--- src/rtl/filtro_fir_secuencial_if.sv ---
// Sample/result handshake of the sequential FIR stage: input strobe and sample
// towards the filter, registered result, load strobe and status flags back.
interface filtro_fir_secuencial_if #(
  parameter int N = 8
);
  logic                muestra_valida;
  logic signed [N-1:0] dato_entrada;
  logic signed [N-1:0] salida;
  logic                carga_n;
  logic                ocupado;
  logic                perdida;

  modport master (
    output muestra_valida, dato_entrada,
    input  salida, carga_n, ocupado, perdida
  );

  modport slave (
    input  muestra_valida, dato_entrada,
    output salida, carga_n, ocupado, perdida
  );
endinterface

--- src/rtl/filtro_fir_secuencial.sv ---
// Sequential-MAC FIR stage: one multiplier, one tap per clock, rounded and
// saturated result delivered with a one-cycle active-low load strobe.
module filtro_fir_secuencial #(
  parameter int N    = 8,
  parameter int F    = 4,
  parameter int TAPS = 5
) (
  input  logic                clk,
  input  logic                reset,
  input  logic [TAPS*N-1:0]   coeficientes,
  filtro_fir_secuencial_if.slave bus
);

  localparam int AW = 2*N + $clog2(TAPS);
  localparam int KW = $clog2(TAPS);
  localparam int SH = (F > 0) ? F - 1 : 0;
  localparam logic [KW-1:0]      K_ULT = KW'(TAPS - 1);
  localparam logic signed [AW:0] HALF  = (F > 0) ? ((AW+1)'(1) <<< SH) : '0;
  localparam logic signed [AW:0] MAXV  = (AW+1)'((1 <<< (N-1)) - 1);
  localparam logic signed [AW:0] MINV  = ~MAXV;

  typedef enum logic [1:0] {REPOSO, CALCULO, ENTREGA} estado_t;

  estado_t             estado, estado_sig;
  logic signed [N-1:0] linea [TAPS];
  logic signed [AW-1:0] acc;
  logic [KW-1:0]       k;
  logic signed [N-1:0] salida_q;
  logic                carga_n_q;
  logic                perdida_q;
  logic                ocupado_c;
  logic signed [N-1:0]   coef_k;
  logic signed [2*N-1:0] prod;
  logic signed [AW-1:0]  prod_ext;

  // Round half up: add 2^(F-1), then arithmetic shift right by F.
  function automatic logic signed [AW:0] redondear(input logic signed [AW-1:0] a);
    logic signed [AW:0] t;
    t = $signed({a[AW-1], a}) + HALF;
    return t >>> F;
  endfunction

  function automatic logic signed [N-1:0] saturar(input logic signed [AW:0] r);
    logic signed [AW:0] c;
    if (r > MAXV)      c = MAXV;
    else if (r < MINV) c = MINV;
    else               c = r;
    return c[N-1:0];
  endfunction

  assign coef_k   = coeficientes[k*N +: N];
  assign prod     = linea[k] * coef_k;
  assign prod_ext = $signed({{(AW-2*N){prod[2*N-1]}}, prod});

  always_ff @(posedge clk or negedge reset) begin
    if (!reset) estado <= REPOSO;
    else        estado <= estado_sig;
  end

  always_comb begin
    estado_sig = estado;
    case (estado)
      REPOSO:  if (bus.muestra_valida) estado_sig = CALCULO;
      CALCULO: if (k == K_ULT)         estado_sig = ENTREGA;
      ENTREGA:                         estado_sig = REPOSO;
      default:                         estado_sig = REPOSO;
    endcase
  end

  always_comb begin
    ocupado_c = (estado != REPOSO);
  end

  always_ff @(posedge clk or negedge reset) begin
    if (!reset) begin
      for (int i = 0; i < TAPS; i++) linea[i] <= '0;
      acc       <= '0;
      k         <= '0;
      salida_q  <= '0;
      carga_n_q <= 1'b1;
      perdida_q <= 1'b0;
    end else begin
      carga_n_q <= (estado != ENTREGA);
      // A strobe while busy is dropped; only the flag records it.
      perdida_q <= bus.muestra_valida && (estado != REPOSO);
      case (estado)
        REPOSO: if (bus.muestra_valida) begin
          linea[0] <= bus.dato_entrada;
          for (int i = 1; i < TAPS; i++) linea[i] <= linea[i-1];
          acc <= '0;
          k   <= '0;
        end
        CALCULO: begin
          acc <= acc + prod_ext;
          k   <= k + 1'b1;
        end
        ENTREGA: salida_q <= saturar(redondear(acc));
        default: ;
      endcase
    end
  end

  assign bus.salida  = salida_q;
  assign bus.carga_n = carga_n_q;
  assign bus.ocupado = ocupado_c;
  assign bus.perdida = perdida_q;

endmodule

--- src/flat_wrapper.sv ---
// flat-port wrapper written by rule: the top's interface ports become plain ports
module filtro_fir_secuencial_flat 
#(
  parameter int N    = 8,
  parameter int F    = 4,
  parameter int TAPS = 5
)
  (clk, reset, coeficientes, bus_muestra_valida, bus_dato_entrada, bus_salida, bus_carga_n, bus_ocupado, bus_perdida);
  filtro_fir_secuencial_if #(.N(N)) bus_i ();
  input  logic clk;
  input  logic reset;
  input  logic [TAPS*N-1:0] coeficientes;
  input wire logic [$bits(bus_i.muestra_valida)-1:0] bus_muestra_valida;
  input wire logic [$bits(bus_i.dato_entrada)-1:0] bus_dato_entrada;
  output wire logic [$bits(bus_i.salida)-1:0] bus_salida;
  output wire logic [$bits(bus_i.carga_n)-1:0] bus_carga_n;
  output wire logic [$bits(bus_i.ocupado)-1:0] bus_ocupado;
  output wire logic [$bits(bus_i.perdida)-1:0] bus_perdida;
  assign bus_i.muestra_valida = bus_muestra_valida;
  assign bus_i.dato_entrada = bus_dato_entrada;
  assign bus_salida = bus_i.salida;
  assign bus_carga_n = bus_i.carga_n;
  assign bus_ocupado = bus_i.ocupado;
  assign bus_perdida = bus_i.perdida;
  filtro_fir_secuencial #(.N(N), .F(F), .TAPS(TAPS)) u_core (.clk(clk), .reset(reset), .coeficientes(coeficientes), .bus(bus_i));
endmodule
--- config.mk ---
export PLATFORM = sky130hd
export DESIGN_NAME = filtro_fir_secuencial_flat
export DESIGN_NICKNAME = d
export VERILOG_FILES = /design/src/rtl/filtro_fir_secuencial_if.sv /design/src/rtl/filtro_fir_secuencial.sv /design/src/flat_wrapper.sv
export SDC_FILE = /design/constraint.sdc
export NUM_CORES = 1
export LEC_CHECK = 0
export BUFFER_PORTS_ARGS = -buffer_cell sky130_fd_sc_hd__buf_2
export CORE_ASPECT_RATIO = 0.7
export CORE_UTILIZATION = 25
export CTS_BUF_LIST = sky130_fd_sc_hd__clkbuf_16
export DETAILED_ROUTE_END_ITERATION = 8
export PLACE_DENSITY = 0.51
export SYNTH_ARGS = -nofsm -noshare
export SYNTH_HDL_FRONTEND = slang
export SYNTH_SLANG_ARGS = --single-unit
export TNS_END_PERCENT = 100
--- constraint.sdc ---
create_clock -name clk -period 15.9 [get_ports clk]
set_clock_uncertainty 0.15 [all_clocks]
set_input_delay 3.18 -clock clk [delete_from_list [all_inputs] [get_ports clk]]
set_output_delay 3.18 -clock clk [all_outputs]
set_load 0.02 [all_outputs]
==> results.sh, run 1 <==
export IMPL_initial_core_util_pct=25.6
export IMPL_synthCells=723
export IMPL_synth_edf_count=0
export IMPL_cts_root_buf="clkbuf_16"
export IMPL_cts_setup_buffers=0
export IMPL_drive_gt1_share_pct=18.3
export IMPL_critPathMaxFanout=12
export IMPL_nets=962
export IMPL_drc=0
export IMPL_grt_pass1_wl_um=29300
export IMPL_core_area_sq_mm=0.0280
export IMPL_tightest_slew_ns=1.18
export IMPL_grt_pass1_vias=5327
export IMPL_max_freq_mhz=106
export IMPL_cts_hold_buffers=0
export IMPL_cts_tree="done"
export IMPL_min_period_ns=9.42
export IMPL_required_ns=15.95
export IMPL_tns_ns=0
export IMPL_synthArstFlopShare_pct=100
export IMPL_cts_resized=0
export IMPL_htree_levels=3
export IMPL_grt_max_degree=65
export IMPL_critPathKind="primary input to flop"
export IMPL_slew_viol_final=0
export IMPL_synth_cell_area_sq_mm=0.00717
export IMPL_rsz0062_at_grt="no"
export IMPL_route_antenna_remaining_nets=0
export IMPL_crit_arrival_ns=9.47
export IMPL_synth_most_common_cell="inv_1"
export IMPL_worstSetupEndpointType="flop"
export IMPL_portBuffers=61
export IMPL_synth_ff_type="dfrtp_1"
export IMPL_clock_sinks=74
export IMPL_hold_path_class="flop to flop"
export IMPL_post_route_period_util_pct=59.2
export IMPL_n_antenna_cell=0
export IMPL_area_growth_pct=14.2
export IMPL_dp_hpwl_um=13600
export IMPL_via_count=5033
export IMPL_ys_ff_latch=74
export IMPL_yosysSeqAreaShare_pct=25.9
export IMPL_cp_start_kind="primary input"
export IMPL_dr_pass1_iters=4
export IMPL_maxCapViolCount=0
export IMPL_r2r_start="u_core.k[0]"
export IMPL_drt_total_wl_um=17100
export IMPL_drt_iter0_markers=293
export IMPL_die_h_um=144
export IMPL_outcome="finished clean"
export IMPL_crit_start="coeficientes[32]"
export IMPL_finalWeightedCongestion=0.836
export IMPL_crit_reg2reg_capture="u_core.acc[17]"
export IMPL_worst_r2r_setup_slack_ns=8.24
export IMPL_cts_buffer_depth=2
export IMPL_rows=51
export IMPL_hold_depth=2
export IMPL_crit_end="u_core.acc[17]"
export IMPL_io_pin_count=62
export IMPL_ys_types=57
export IMPL_insertion_delay_ns=0.35
export IMPL_setup_viol=0
export IMPL_track_usage_pct=12.9
export IMPL_dieArea_sq_mm=0.0294
export IMPL_r2r_cells=22
export IMPL_routedWlPerCell_um=14.8
export IMPL_vias_per_cell=4.35
export IMPL_grt_ovfl_total=0
export IMPL_yosysTopAreaCell="dfrtp_1"
export IMPL_avgSynthCellArea_sq_um=9.91
export IMPL_path_clk_slew_ns=0.06
export IMPL_ys_warn_count=0
export IMPL_die_w_um=204
export IMPL_syn_nets=905
export IMPL_synth_area_leaders="dfrtp_1 (25%), fa_1 (23%), ha_1 (8.2%), mux2_2 (6.3%), inv_1 (5.2%)"
export IMPL_synth_top_cell_area_share_pct=25.5
export IMPL_cts_buffers_inserted=9
export IMPL_antenna_found_initial=0
export IMPL_maxSlewHeadroom_pct=21.2
export IMPL_final_fill_count=2954
export IMPL_finalHoldViolations=0
export IMPL_yosys_top_cells_count="inv_1 (99), fa_1 (84), nor2_1 (75)"
==> logic make-up (layout without fill, tap and decap cells) <==
logic type	Yosys count	count (layout)	share of synthesized area, %
AO/OA/AOI/OAI	105	105	9.27
XOR/XNOR	27	27	3.30
adder cells (fa/ha/maj)	131	131	31.7
buffers and inverters	126	188	6.81
flip-flops	74	74	25.9
multiplexers	72	72	11.1
AND/OR/NAND/NOR	188	188	12.0
==> per-stage QoR <==
stage               setup slack, ns  std cells  utilization, %  hold slack [ns]  area, sq um
floorplan                      6.84        723               -            0.330         7170
global placement               6.16       1140            28.2            0.338         7910
detailed placement             6.09       1140            28.2            0.333         7910
CTS                            6.45       1156            29.2            0.361         8180
global route                   6.00       1156            29.2            0.382         8180
finish                         6.48       1156            29.2            0.354         8180
==> per-layer routing <==
| metal | share of wire [%] | vias up | track usage (%) |
|---|---|---|---|
| li1 | - | 2497 | - |
| met1 | 58 | 2427 | 21.3 |
| met2 | 36 | 93 | 16.3 |
| met3 | 5.0 | 16 | 2.47 |
| met4 | 1.2 | 0 | 3.57 |
| met5 | 0 | - | 0 |
==> layout make-up <==
cell class | instances | area [sq um] | share of cell area, %
tap | 371 | 464 | 5.67
timing repair buffer | 72 | 390 | 4.77
clock buffer | 9 | 225 | 2.75
sequential | 74 | 1850 | 22.6
inverter | 100 | 375 | 4.59
clock inverter | 7 | 46.3 | 0.566
multi-input combinational | 523 | 4830 | 59.0
==> sequential cells by signal, indices dropped and copies added, names as in the netlist <==
signal,count
u_core.linea,40
u_core.acc,19
u_core.bus.salida,8
u_core.k,3
u_core.estado,2
u_core.bus.carga_n,1
u_core.bus.perdida,1
==> worst max-delay path, stage by stage <==
cell	delay, ns
buf_2	0.07
mux2i_1	0.05
nor2_1	0.09
a21oi_1	0.05
o22ai_1	0.46
nor2b_1	1.00
inv_1	0.16
fa_1	0.56
inv_1	0.06
fa_1	0.52
fa_1	0.45
fa_1	0.59
fa_1	0.43
ha_1	0.38
a21o_1	0.22
a2111o_1	0.44
o21ai_2	0.20
o211ai_1	0.12
a41oi_2	0.20
xor2_1	0.16
o21ai_1	0.07
==> how the worst min path moves through the flow <==
stage                           endpoint  slack (ns)                  from
global placement    u_core.bus.salida[7]        0.34  u_core.bus.salida[7]
CTS                 u_core.bus.salida[7]        0.36  u_core.bus.salida[7]
detailed placement  u_core.bus.salida[7]        0.33  u_core.bus.salida[7]
global route             u_core.linea[3]        0.38       u_core.linea[3]
floorplan                u_core.linea[7]        0.33       u_core.linea[7]
finish              u_core.bus.salida[7]        0.35  u_core.bus.salida[7]
==> cell usage in the layout, fill, tap and decap left out, types with 15 or more instances in the layout <==
cell type / count
xnor2_1: 17
nand2_1: 54
o21ai_0: 17
mux2_2: 40
ha_1: 47
fa_1: 84
nor2_1: 75
dfrtp_1: 73
o22ai_1: 15
inv_1: 99
a21oi_1: 34
buf_2: 60
mux2i_1: 30
Power of run 1 is not shown: default switching activity piles up to over one toggle a cycle in this logic, so the estimate is an artifact.
==> run 2, diff against run 1 <==
Clock period 15.9 ns to 9.8 ns, I/O delays scaled along.
==> run 2 against run 1 <==
  * Utilization rose by 0.11 points
  * Wire length rose by 0.63%
  * Flip-flop and latch count did not move
  * Die area did not move
  * Worst setup slack got worse by 4.2 ns
  * Sequential share of layout area fell by 0.083 points
  * Critical path depth rose by 1
  * Count of clock-buffer cells in the layout did not move
  * First-iteration DRC count rose by 27%
  * Worst hold slack got worse by 0.00074 ns
==> results.sh, run 2 (synthesis gave the netlist of run 1 again) <==
export IMPL_rows=51
export IMPL_cp_start_kind="primary input"
export IMPL_worstSetupEndpointType="flop"
export IMPL_cts_setup_buffers=0
export IMPL_outcome="finished clean"
export IMPL_tightest_slew_ns=0.986
export IMPL_hold_start="u_core.bus.salida[7]"
export IMPL_drive_gt1_share_pct=18.4
export IMPL_vias_per_cell=4.37
export IMPL_route_antenna_remaining_nets=0
export IMPL_slew_viol_final=0
export IMPL_critPathBufInv=4
export IMPL_hold_path_class="flop to flop"
export IMPL_hold_path_endpoint="u_core.bus.salida[7]"
export IMPL_path_cells="buf_2 > mux2i_1 > nor2_1 > a21oi_1 > o22ai_1 > nor2b_1 > buf_4 > inv_1 > fa_1 > inv_1 > fa_1 > fa_1 > fa_1 > fa_1 > ha_1 > a21o_1 > a2111o_1 > o21ai_2 > o211ai_1 > a41oi_2 > xor2_1 > o21ai_1"
export IMPL_grt_pass1_wl_um=29200
export IMPL_path_delay_family="adder cells"
export IMPL_finalWeightedCongestion=0.854
export IMPL_max_freq_mhz=132
export IMPL_worst_path_stages=22
export IMPL_post_route_period_util_pct=77.1
export IMPL_final_cell_mix="inv_1 (100), fa_1 (84), nor2_1 (75)"
export IMPL_cts_buffers_inserted=9
export IMPL_crit_path_top_delay_cell="fa_1"
export IMPL_cts_root_buf="clkbuf_16"
export IMPL_htree_levels=3
export IMPL_cts_resized=0
export IMPL_routedWlPerCell_um=14.8
export IMPL_max_stage_delay_ns=0.59
export IMPL_largest_reg_flops=40
export IMPL_die_h_um=144
export IMPL_antenna_found_initial=0
export IMPL_nets=964
export IMPL_cts_hold_buffers=0
export IMPL_rsz0062_at_grt="no"
export IMPL_grt_pass1_vias=5257
export IMPL_hold_depth=2
export IMPL_core_area_sq_mm=0.0280
export IMPL_portBuffers=61
export IMPL_track_usage_pct=13.0
export IMPL_maxSlewHeadroom_pct=34.3
export IMPL_dieArea_sq_mm=0.0294
export IMPL_crit_arrival_ns=7.61
export IMPL_initial_core_util_pct=25.6
export IMPL_setup_viol=0
export IMPL_via_count=5055
export IMPL_critPathKind="primary input to flop"
export IMPL_required_ns=9.85
export IMPL_dp_hpwl_um=13800
export IMPL_grt_max_degree=71
export IMPL_r2r_cells=21
export IMPL_io_pin_count=62
export IMPL_regMostFlops="u_core.linea"
export IMPL_crit_reg2reg_capture="u_core.acc[17]"
export IMPL_tns_ns=0
export IMPL_dr_pass1_iters=4
export IMPL_worst_r2r_setup_slack_ns=2.66
export IMPL_drt_total_wl_um=17200
export IMPL_die_w_um=204
export IMPL_critPathMaxFanout=12
export IMPL_grt_ovfl_total=0
export IMPL_clock_sinks=74
export IMPL_r2r_start="u_core.k[2]"
export IMPL_n_antenna_cell=0
export IMPL_final_common_cell="inv_1"
export IMPL_min_period_ns=7.56
export IMPL_insertion_delay_ns=0.35
export IMPL_drc=0
export IMPL_timing_critical_path_mode_cell="fa_1"
export IMPL_cts_tree="done"
export IMPL_cts_buffer_depth=2
export IMPL_finalHoldViolations=0
export IMPL_path_clk_slew_ns=0.06
export IMPL_area_growth_pct=14.6
export IMPL_maxCapViolCount=0
export IMPL_drt_iter0_markers=371
==> run 2: per-layer routing <==
layer  up-vias  global-route usage [%]  part of all wire, %  wire length (um)
li1       2497                       -                    -                 -
met1      2461                    21.0                   57              9850
met2        87                    16.7                   37              6270
met3        10                    2.95                  5.2               884
met4         0                    2.87                 0.94               161
met5         -                       0                    0                 0
==> run 2: per-stage QoR <==
step                hold WS (ns)  worst slack (ns)  util, %  instance area [sq um]  instances
global placement           0.342              1.96     28.3                   7930       1142
detailed placement         0.339              1.90     28.3                   7930       1142
finish                     0.353              2.24     29.3                   8210       1158
global route               0.390              1.88     29.3                   8210       1158
floorplan                  0.330              1.96        -                   7170        723
CTS                        0.360              2.24     29.3                   8210       1158
==> run 2: layout make-up <==
cell class	instances	area [sq um]
Tap cell	371	464
Clock buffer	9	225
Clock inverter	7	61.3
Timing Repair Buffer	74	405
Fill cell	2947	19800
Sequential cell	74	1850
Multi-Input combinational cell	523	4830
Inverter	100	375
==> run 2: how the worst max path moves through the flow <==
stage                                start        endpoint
after floorplan           coeficientes[32]  u_core.acc[17]
after global placement    coeficientes[32]  u_core.acc[17]
after detailed placement  coeficientes[32]  u_core.acc[17]
after CTS                 coeficientes[32]  u_core.acc[17]
after global routing      coeficientes[32]  u_core.acc[17]
final                     coeficientes[32]  u_core.acc[17]
==> run 2: worst min-delay path, cell delays in order (launching register included) <==
cell and delay (ns):
dfrtp_1 0.34, nand2_1 0.06, o31ai_1 0.07
Power of run 2 is left out for the same reason.
==> run 3, diff against run 2 <==
Clock period 9.8 ns to 7.8 ns, I/O delays scaled along.
==> run 3 against run 2 <==
  * Worst setup slack worse by 1.6 ns
  * Wire length hardly changed
  * Global-route usage is 0.11 points lower
  * Via count is 2.5% higher
  * Cell count is 0.69% higher
  * Sequential share of layout area is 0.25 points lower
  * Design area is 1.1% higher
  * Worst hold slack better by 0.0027 ns
  * Count of clock-buffer cells in the layout stayed put
  * Die area stayed put
  * Non-clock buffer count is 8 higher
==> results.sh, run 3 (synthesis gave the netlist of run 1 again) <==
export IMPL_hold_depth=2
export IMPL_drt_total_wl_um=17200
export IMPL_tns_ns=0
export IMPL_drt_iter0_markers=275
export IMPL_min_period_ns=7.12
export IMPL_crit_arrival_ns=7.15
export IMPL_n_antenna_cell=0
export IMPL_hold_start="u_core.bus.salida[7]"
export IMPL_cts_setup_buffers=0
export IMPL_worstSetupEndpointType="flop"
export IMPL_crit_reg2reg_capture="u_core.acc[15]"
export IMPL_grt_max_degree=66
export IMPL_vias_per_cell=4.44
export IMPL_critPathMaxFanout=8
export IMPL_insertion_delay_ns=0.36
export IMPL_portBuffers=61
export IMPL_regMostFlops="u_core.linea"
export IMPL_finalHoldViolations=0
export IMPL_grt_pass1_vias=5433
export IMPL_htree_levels=3
export IMPL_r2r_start="u_core.k[0]"
export IMPL_die_w_um=204
export IMPL_maxSlewHeadroom_pct=39.0
export IMPL_wl_met1_um=9760
export IMPL_antenna_found_initial=0
export IMPL_initial_core_util_pct=25.6
export IMPL_max_freq_mhz=141
export IMPL_outcome="finished clean"
export IMPL_largest_reg_flops=40
export IMPL_cts_tree="done"
export IMPL_rsz0062_at_grt="no"
export IMPL_via_count=5179
export IMPL_grt_ovfl_total=0
export IMPL_path_clk_slew_ns=0.07
export IMPL_critPathKind="primary input to flop"
export IMPL_worst_r2r_setup_slack_ns=0.88
export IMPL_io_pin_count=62
export IMPL_route_antenna_remaining_nets=0
export IMPL_tightest_slew_ns=0.916
export IMPL_core_area_sq_mm=0.0280
export IMPL_rows=51
export IMPL_drive_gt1_share_pct=19.4
export IMPL_cts_buffers_inserted=9
export IMPL_cts_resized=0
export IMPL_cts_root_buf="clkbuf_16"
export IMPL_hold_path_class="flop to flop"
export IMPL_dr_wl_met3_um=921
export IMPL_post_route_period_util_pct=91.2
export IMPL_drc=0
export IMPL_cts_buffer_depth=2
export IMPL_track_usage_pct=12.9
export IMPL_die_h_um=144
export IMPL_dp_hpwl_um=13600
export IMPL_fin_cells=1166
export IMPL_routed_top_layer="met4"
export IMPL_r2r_cells=19
export IMPL_wl_met2_um=6320
export IMPL_finalWeightedCongestion=0.823
export IMPL_hold_path_endpoint="u_core.bus.salida[7]"
export IMPL_required_ns=7.83
export IMPL_dp_cells=1150
export IMPL_whs_ns=0.356
export IMPL_final_common_cell="inv_1"
export IMPL_maxCapViolCount=0
export IMPL_routedWlPerCell_um=14.7
export IMPL_setup_viol=0
export IMPL_cp_start_kind="primary input"
export IMPL_final_cell_mix="inv_1 (100), fa_1 (84), nor2_1 (75)"
export IMPL_dieArea_sq_mm=0.0294
export IMPL_slew_viol_final=0
export IMPL_dr_pass1_iters=4
export IMPL_area_growth_pct=15.9
export IMPL_cts_hold_buffers=0
export IMPL_fin_util_pct=29.7
export IMPL_clock_sinks=74
export IMPL_grt_pass1_wl_um=29200
export IMPL_nets=972
run 3: final cells by class:
type,instances,area (sq um)
clock buffers,9,225
clock inverters,7,95.1
inverters,100,375
multi-input cells,523,4830
well taps,371,464
flip-flops and latches,74,1850
repair buffers,82,465
fillers,2937,19700
run 3: how the worst max path moves through the flow:
stage | start | end | slack (ns) | cells past startpoint
CTS | coeficientes[34] | u_core.acc[15] | 0.71 | 20
floorplan | coeficientes[32] | u_core.acc[17] | 0.36 | 20
global route | coeficientes[36] | u_core.acc[15] | 0.35 | 20
global placement | coeficientes[34] | u_core.acc[17] | 0.50 | 20
finish | coeficientes[34] | u_core.acc[15] | 0.68 | 20
detailed placement | coeficientes[34] | u_core.acc[17] | 0.37 | 20
run 3: per-layer routing:
layer | vias to the layer above | GRT usage (%)
met4 | 0 | 2.71
met2 | 107 | 17.1
met3 | 13 | 2.68
li1 | 2516 | -
met1 | 2543 | 20.7
met5 | - | 0
run 3: worst max-delay path, stage by stage:
cell and delay [ns]:
buf_2 0.09, mux2i_1 0.12, o21ai_0 0.19, a21oi_1 0.60, nor2_1 0.16, fa_1 0.52, inv_1 0.05, fa_1 0.47
inv_1 0.06, fa_1 0.52, fa_1 0.59, fa_1 0.43, ha_1 0.38, a21o_1 0.22, a2111o_1 0.44, o21ai_2 0.21
o21ai_0 0.11, a21oi_1 0.18, xor2_1 0.17, o21ai_0 0.10
run 3: metrics by stage:
stage	setup slack [ns]	cell area (sq um)
2_1_floorplan	0.357	7170
3_3_place_gp	0.496	7990
3_5_place_dp	0.373	7990
4_1_cts	0.713	8310
5_1_grt	0.355	8310
6_report	0.683	8310
Power of run 3 is left out for the same reason.
